## src/rtl/pipe_hazard_ctrl.sv

```systemverilog
// Pipeline sequencer: stall, flush and freeze control.
// Load-use, mispredict and memory-wait handling with counters.
module pipe_hazard_ctrl #(
  parameter logic [1:0] LOAD_SEL     = 2'b01,
  parameter int         FLUSH_CYCLES = 1,
  parameter int         MEM_TIMEOUT  = 255,
  parameter int         CNT_W        = 32
) (
  input  logic             clk,
  input  logic             rst_n,
  input  logic [4:0]       id_rs1,
  input  logic [4:0]       id_rs2,
  input  logic             id_use_rs1,
  input  logic             id_use_rs2,
  input  logic [4:0]       ex_written_reg,
  input  logic             ex_reg_write,
  input  logic [1:0]       ex_data_to_reg,
  input  logic [1:0]       ex_branch,
  input  logic             ex_mispredict,
  input  logic             mem_req,
  input  logic             dmem_ready,
  output logic             PC_CE,
  output logic             IF_ID_CE,
  output logic             IF_ID_flush,
  output logic             ID_EXE_CE,
  output logic             ID_EXE_dstall,
  output logic             ID_EXE_cstall,
  output logic             EXE_MEM_CE,
  output logic             MEM_WB_CE,
  output logic             redirect,
  output logic             mem_timeout,
  output logic [CNT_W-1:0] cnt_load_use,
  output logic [CNT_W-1:0] cnt_flush,
  output logic [CNT_W-1:0] cnt_mem_wait
);

  typedef enum logic [1:0] {
    RUN,
    FLUSH,
    MEM_WAIT
  } state_t;

  // {PC_CE, IF_ID_CE, IF_ID_flush, ID_EXE_CE,
  //  dstall, cstall, EXE_MEM_CE, MEM_WB_CE, redirect}
  localparam logic [8:0] C_NORM = 9'b1_1_0_1_0_0_1_1_0;
  localparam logic [8:0] C_LU   = 9'b0_0_0_1_1_0_1_1_0;
  localparam logic [8:0] C_MP   = 9'b1_1_1_1_0_1_1_1_1;
  localparam logic [8:0] C_FL   = 9'b1_1_1_1_0_0_1_1_0;
  localparam logic [8:0] C_FRZ  = 9'b0;

  localparam logic [2:0] FL_LOAD = 3'(FLUSH_CYCLES - 1);
  localparam logic [8:0] TO_LIM  = 9'(MEM_TIMEOUT);
  localparam logic [CNT_W-1:0] ONE = {{(CNT_W-1){1'b0}}, 1'b1};

  state_t     state, state_nxt;
  logic [2:0] flush_cnt, flush_cnt_nxt;
  logic [7:0] wait_cnt;
  logic [8:0] ctl;

  logic memwait, mispredict, flush_step;
  logic hit_rs1, hit_rs2, load_use;

  assign memwait    = mem_req & ~dmem_ready;
  assign mispredict = ex_mispredict & (|ex_branch) & ~memwait;
  assign flush_step = (state == FLUSH) & ~memwait & ~mispredict;

  assign hit_rs1 = id_use_rs1 & (id_rs1 == ex_written_reg);
  assign hit_rs2 = id_use_rs2 & (id_rs2 == ex_written_reg);

  // ID is wrong-path during FLUSH, so load-use is ignored there.
  assign load_use = ex_reg_write
                  & (ex_data_to_reg == LOAD_SEL)
                  & (ex_written_reg != 5'd0)
                  & (hit_rs1 | hit_rs2)
                  & ~memwait & ~mispredict
                  & (state != FLUSH);

  assign {PC_CE, IF_ID_CE, IF_ID_flush, ID_EXE_CE,
          ID_EXE_dstall, ID_EXE_cstall,
          EXE_MEM_CE, MEM_WB_CE, redirect} = ctl;

  function automatic logic [CNT_W-1:0] sat_inc(
    input logic [CNT_W-1:0] v
  );
    return (&v) ? v : v + ONE;
  endfunction

  // Next state and control outputs, highest priority hazard first.
  always_comb begin
    ctl           = C_NORM;
    state_nxt     = RUN;
    flush_cnt_nxt = flush_cnt;
    unique case (1'b1)
      memwait: begin
        ctl       = C_FRZ;
        state_nxt = MEM_WAIT;
      end
      mispredict: begin
        ctl = C_MP;
        if (FLUSH_CYCLES > 1) begin
          state_nxt     = FLUSH;
          flush_cnt_nxt = FL_LOAD;
        end
      end
      flush_step: begin
        ctl           = C_FL;
        flush_cnt_nxt = flush_cnt - 3'd1;
        if (flush_cnt > 3'd1) begin
          state_nxt = FLUSH;
        end
      end
      load_use: begin
        ctl = C_LU;
      end
      default: begin
        ctl = C_NORM;
      end
    endcase
    if (!rst_n) begin
      ctl = C_FRZ;
    end
  end

  // State and flush countdown registers.
  always_ff @(posedge clk or negedge rst_n) begin
    if (!rst_n) begin
      state     <= RUN;
      flush_cnt <= 3'd0;
    end else begin
      state     <= state_nxt;
      flush_cnt <= flush_cnt_nxt;
    end
  end

  // Per-access wait length and the sticky timeout flag.
  always_ff @(posedge clk or negedge rst_n) begin
    if (!rst_n) begin
      wait_cnt    <= 8'd0;
      mem_timeout <= 1'b0;
    end else if (memwait) begin
      if (wait_cnt != 8'hFF) begin
        wait_cnt <= wait_cnt + 8'd1;
      end
      if ({1'b0, wait_cnt} + 9'd1 >= TO_LIM) begin
        mem_timeout <= 1'b1;
      end
    end else begin
      wait_cnt <= 8'd0;
    end
  end

  // Saturating event counters.
  always_ff @(posedge clk or negedge rst_n) begin
    if (!rst_n) begin
      cnt_load_use <= '0;
      cnt_flush    <= '0;
      cnt_mem_wait <= '0;
    end else begin
      if (load_use) begin
        cnt_load_use <= sat_inc(cnt_load_use);
      end
      if (mispredict) begin
        cnt_flush <= sat_inc(cnt_flush);
      end
      if (memwait) begin
        cnt_mem_wait <= sat_inc(cnt_mem_wait);
      end
    end
  end

endmodule

```

## config.mk

```make
export PLATFORM = sky130hd
export DESIGN_NAME = pipe_hazard_ctrl
export DESIGN_NICKNAME = d
export VERILOG_FILES = /design/src/rtl/pipe_hazard_ctrl.sv
export SDC_FILE = /design/constraint.sdc
export NUM_CORES = 1
export LEC_CHECK = 0
export CORE_MARGIN = 2
export CORE_UTILIZATION = 51
export CTS_BUF_LIST = sky130_fd_sc_hd__clkbuf_8
export CTS_CLUSTER_DIAMETER = 30
export DETAILED_ROUTE_END_ITERATION = 16
export PLACE_DENSITY = 0.82
export SLEW_MARGIN = 20
export SYNTH_ARGS = -nofsm -noshare
export SYNTH_HDL_FRONTEND = slang
export SYNTH_SLANG_ARGS = --single-unit
```

## constraint.sdc

```tcl
create_clock -name clk -period 3.01 [get_ports clk]
set_input_delay 0.7525 -clock clk [delete_from_list [all_inputs] [get_ports clk]]
set_output_delay 0.7525 -clock clk [all_outputs]
set_load 0.02 [all_outputs]
```

# Word level (Yosys, flattened, before mapping)
# Cells that the tools add are included.
# word_totals
register_bits,110
latchBits,0
ram_bits,0
rom_bits,0
in_bits,27
wordCells,57
n_memories,0
# op_classes
addsub,6
multipliers,0
n_div,0
n_lt_le_gt_ge,2
eq_ne,7
n_shift,0
n_mux,6
bitwise_logic,20
n_reduce_logical,9
# ops
cell,n
"adder 32 x 1 -> 32 bit, second input constant",3
AND reduction 32 bit,3
case mux 9 bit (4 select lines),1
2-to-1 mux 8 bit,2
bitwise AND 1 bit,13
equality test 5 bit,2
"adder 8 x 1 -> 9 bit, second input constant",1
"greater-or-equal comparator 9 x 8 -> 1 bit, second input constant",1
2-to-1 mux 9 bit,1
"adder 8 x 1 -> 8 bit, second input constant",1
"inequality test 8 bit, second input constant",1
AND reduction 2 bit,4
NOT 1 bit,6
nonzero test 5 bit,1
"equality test 2 x 1 -> 1 bit, second input constant",2
"inequality test 2 x 1 -> 1 bit, second input constant",2
case mux 2 bit (2 select lines),1
"greater-than comparator 3 x 1 -> 1 bit, second input constant",1
"subtractor 3 x 1 -> 3 bit, second input constant",1
OR reduction 2 bit,1
2-to-1 mux 1 bit,1
bitwise OR 1 bit,1

# Depth between registers and ports, before layout
# logic_depth
word_depth,9
depth_mapped,8
depth_no_buf,7

# Worst setup path after synthesis
# OpenSTA, ideal clock, no wires.
# synth_timing
path_type,input -> output
start,input ex_written_reg[3]
end,output PC_CE
arrival_ps,2267
slack_ps,-9
path_stages,7
n_path_buf,2
cell_sequence,xor2_1 -> nor4_1 -> nand3_1 -> a2111oi_4 -> buf_2 -> nor2_1 -> buf_4
# synth_via
elab_chain_cells,9
# synth_lines
item,line_no,text
"start, declared",15,"input logic [4:0] ex_written_reg,"
"equality test 5 bit, on equally long branches","67, 68",
"bitwise AND 1 bit, on equally long branches","67, 68",
bitwise OR 1 bit,74,& (hit_rs1 | hit_rs2)
bitwise AND 1 bit (*),74,
bitwise AND 1 bit (*) (2 in series),75,& ~memwait & ~mispredict
bitwise AND 1 bit (*),76,& (state != FLUSH);
case mux 9 bit (4 select lines) (*),93,unique case (1'b1)
2-to-1 mux 9 bit (*),119,if (!rst_n) begin
"end, declared",22,"output logic PC_CE,"
# Every way passes the cells marked *; elsewhere a longest branch is shown, timed or not.

# Worst setup path after layout
# layout_timing
start,input id_rs2[2]
end,output ID_EXE_dstall
# layout_via
elab_chain_cells,9
# layout_lines
item,line_no,text
"start, declared",12,"input logic [4:0] id_rs2,"
equality test 5 bit,68,assign hit_rs2 = id_use_rs2 & (id_rs2 == ex_written_reg);
bitwise AND 1 bit,68,
bitwise OR 1 bit,74,
bitwise AND 1 bit,74,
bitwise AND 1 bit (2 in series),75,
bitwise AND 1 bit,76,
case mux 9 bit (4 select lines),93,
2-to-1 mux 9 bit,119,
"end, declared",26,"output logic ID_EXE_dstall,"
# No other way between the ends.

==> flow_summary.json <==
{
  "outcome": "finished with violations",
  "violations": "setup timing",
  "synth_top_cell_area_share_pct": 50.8,
  "die-area_mm2": 0.0115,
  "core_area_mm2": 0.0103,
  "r2r_start": "cnt_load_use[0]$_DFFE_PN0P_",
  "yosys.area.top_type": "dfrtp_1",
  "clock_tree.buffer_depth": 2,
  "crit_chain": "clkdlybuf4s50_1, xnor2_1, nand3_1, a2111oi_4, buf_4, and2_4, buf_6",
  "timing.critical_path.buf_inv": 3,
  "worst_pin_slew_ns": 0.779,
  "nNetsFinal": 694,
  "h-tree-depth": 3,
  "grt_pass1_vias": 4230,
  "fmax_mhz": 327,
  "syn2layout_area_growth_pct": 30.5,
  "crit_type": "input pin to output pin",
  "dpl.hpwl_um": 9180,
  "grt_max_degree": 63,
  "worstSetupPathDepth": 7,
  "startpoint": "id_rs2[2]",
  "cpPeakStageDelay_ns": 0.47,
  "root_buffer": "clkbuf_8",
  "dr.pass1.iters": 4,
  "hold_viol_final": 0,
  "hold_buffers": 0,
  "grt_pass1_wl_um": 20300,
  "cp-start-kind": "input pin",
  "rsz0062_at_grt": "true",
  "crit_path_top_delay_cell": "clkdlybuf4s50_1",
  "drc": 0,
  "syn_inst": 519,
  "vias": 4400,
  "period_share_pct": 101,
  "finalSetupViolations": 3,
  "ant_nets": 0,
  "synth_area_leaders": "dfrtp_1, xnor2_1, xor2_1, nand4_1, nand3_1",
  "synth_ff_type": "dfrtp_1",
  "fp-row-count": 37,
  "ios": 133,
  "wl_met3_um": 637,
  "crit_required_ns": 2.26,
  "tritoncts": "built",
  "fin_crit_ns": 3.05,
  "r2r_setup_slack_ns": 0.71,
  "top_layer_used": "met4",
  "finClkSkew_ns": 0.0149,
  "clk_latency_ns": 0.38,
  "track_usage_pct": 22.2,
  "async_flop_share_pct": 100,
  "yosysWarnings": 0,
  "fin_setup_tns_ns": -0.0573,
  "holdPathStages": 1,
  "port_buffers": 132,
  "n_antenna_cell": 0,
  "crit_arrival_ns": 2.30,
  "finalPower_uw": 3010,
  "cp_top_family": "buffers and inverters",
  "drt_first_iter_violations": 163,
  "max-slew-margin-rel_pct": 48.1,
  "fillers": 785,
  "cap_violations": 0,
  "end_kind": "output pin",
  "synth_nets": 552,
  "ys_seq_elements": 110,
  "routed_wl_um": 12300,
  "route.met2.wl_um": 6080,
  "clk_pin_slew_ns": 0.09,
  "viasPerCell": 5.49,
  "synth_edf_count": 0,
  "grt_overflow_total": 0,
  "post_drt_wl_per_cell_um": 15.3,
  "avgSynthCellArea_um2": 10.4,
  "leakage_uw": 0.00308,
  "drt-met1-wl_um": 5420,
  "drive_gt1_share_pct": 9.31,
  "synth_cell_type_count": 38,
  "place_congestion": 0.844,
  "yosys-top-cells-count": "dfrtp_1, xnor2_1, nand3_1",
  "path_max_fanout": 2,
  "start_util_pct": 52.5,
  "r2r_cells": 8,
  "cts_made_buffers": 9,
  "timing.rr.end": "cnt_load_use[1]$_DFFE_PN0P_",
  "finalMaxSlewViolations": 0,
  "endpoint": "ID_EXE_dstall",
  "netlist_area_mm2": 0.00542,
  "timing.final.ws_setup_ns": -0.0439,
  "synth_most_common_cell": "dfrtp_1",
  "powerDensity_mw_per_mm2": 426,
  "die_h_um": 107,
  "die_w_um": 107,
  "hold_path_class": "register to register",
  "ys_seq_area_share_pct": 50.8,
  "ir_worst_vdd_uv": 398,
  "antenna_found_initial": 0,
  "clock_sinks": 110
}
[power breakdown]
| part | internal (uW) | switching (uW) |
|---|---|---|
| sequential | 1570 | 124 |
| clock | 314 | 477 |
| combinational | 267 | 265 |
[final cells by class]
cell class / instances / area (um2) / area share (%)
multi-input combinational: 379 / 2550 / 36.1
clock buffer: 10 / 138 / 1.95
timing repair buffer: 146 / 1370 / 19.4
sequential: 110 / 2750 / 38.9
clock inverter: 6 / 31.3 / 0.442
inverter: 15 / 56.3 / 0.796
tap: 136 / 170 / 2.41
[flip-flops by register name, summed over array words and instances (netlist names)]
register and count:
cnt_flush 32, cnt_load_use 32, cnt_mem_wait 32, wait_cnt 8
flush_cnt 3, state 2, mem_timeout 1
[worst min-delay path by stage]
stage / start / end / slack, ns
after global routing: flush_cnt[2]$_DFFE_PN0P_ / flush_cnt[2]$_DFFE_PN0P_ / 0.51
final: flush_cnt[0]$_DFFE_PN0P_ / flush_cnt[0]$_DFFE_PN0P_ / 0.48
after CTS: flush_cnt[2]$_DFFE_PN0P_ / flush_cnt[2]$_DFFE_PN0P_ / 0.48
after detailed placement: flush_cnt[2]$_DFFE_PN0P_ / flush_cnt[2]$_DFFE_PN0P_ / 0.46
after global placement: flush_cnt[2]$_DFFE_PN0P_ / flush_cnt[2]$_DFFE_PN0P_ / 0.46
after floorplan: flush_cnt[2]$_DFFE_PN0P_ / flush_cnt[2]$_DFFE_PN0P_ / 0.44
[layout by cell type (no fill, tap or decap), types with 2 or more instances in the layout]
cell type        netlist  routed
a211oi_1               3       3
a21oi_1                5       5
a31oi_1                2       2
and3_1                30      30
and4_1                17      17
buf_4                  5      15
buf_6                  0       6
clkbuf_2               0      11
clkbuf_8               0      10
clkdlybuf4s15_1        0       2
clkdlybuf4s50_1        0     109
clkinvlp_4             0       2
dfrtp_1              110     110
ha_1                   6       6
inv_1                 15      18
mux2_2                 3       3
nand2_1               39      37
nand2_2                0       2
nand2b_1               3       3
nand3_1               45      45
nand4_1               37      37
nor2_1                38      36
nor2b_1                2       2
nor3_1                11      11
nor4_1                 6       6
o21ai_0                6       5
or3_1                  2       2
xnor2_1               78      78
xor2_1                31      31
[layer usage]
layer / GRT usage [%] / up-vias
li1: - / 2096
met1: 29.3 / 2178
met2: 36.4 / 110
met3: 5.23 / 16
met4: 6.77 / 0
met5: 0 / -
[metrics by stage]
stage	cells	hold slack, ns	util (%)	cell area, um2	setup WS [ns]
floorplan	519	0.443	-	5420	0.0253
global placement	784	0.458	67.0	6920	-0.845
detailed placement	784	0.463	67.0	6920	-0.879
CTS	802	0.480	68.6	7080	-0.180
global route	802	0.505	68.5	7070	-0.107
finish	802	0.479	68.5	7070	-0.0439
[logic make-up (layout without fill, tap and decap cells)]
logic type / Yosys count / after routing / share of synthesized area (%)
AND/OR/NAND/NOR: 241 / 241 / 24.3
flip-flops: 110 / 110 / 50.8
XOR/XNOR: 109 / 109 / 17.6
buffers and inverters: 30 / 177 / 2.49
AO/OA/AOI/OAI: 20 / 20 / 2.79
adder cells (fa/ha/maj): 6 / 6 / 1.39
multiplexers: 3 / 3 / 0.623
[what timing repair did]
| item | 4_1_cts | 5_1_grt |
|---|---|---|
| gates resized for setup | 46 | 39 |
| hold endpoints to repair | 0 | 0 |
| buffers inserted | 2 | 0 |
| pin swaps | 6 | 9 |
| endpoints found under the setup margin | 9 | 9 |
Power figures use the tool's default switching activity.
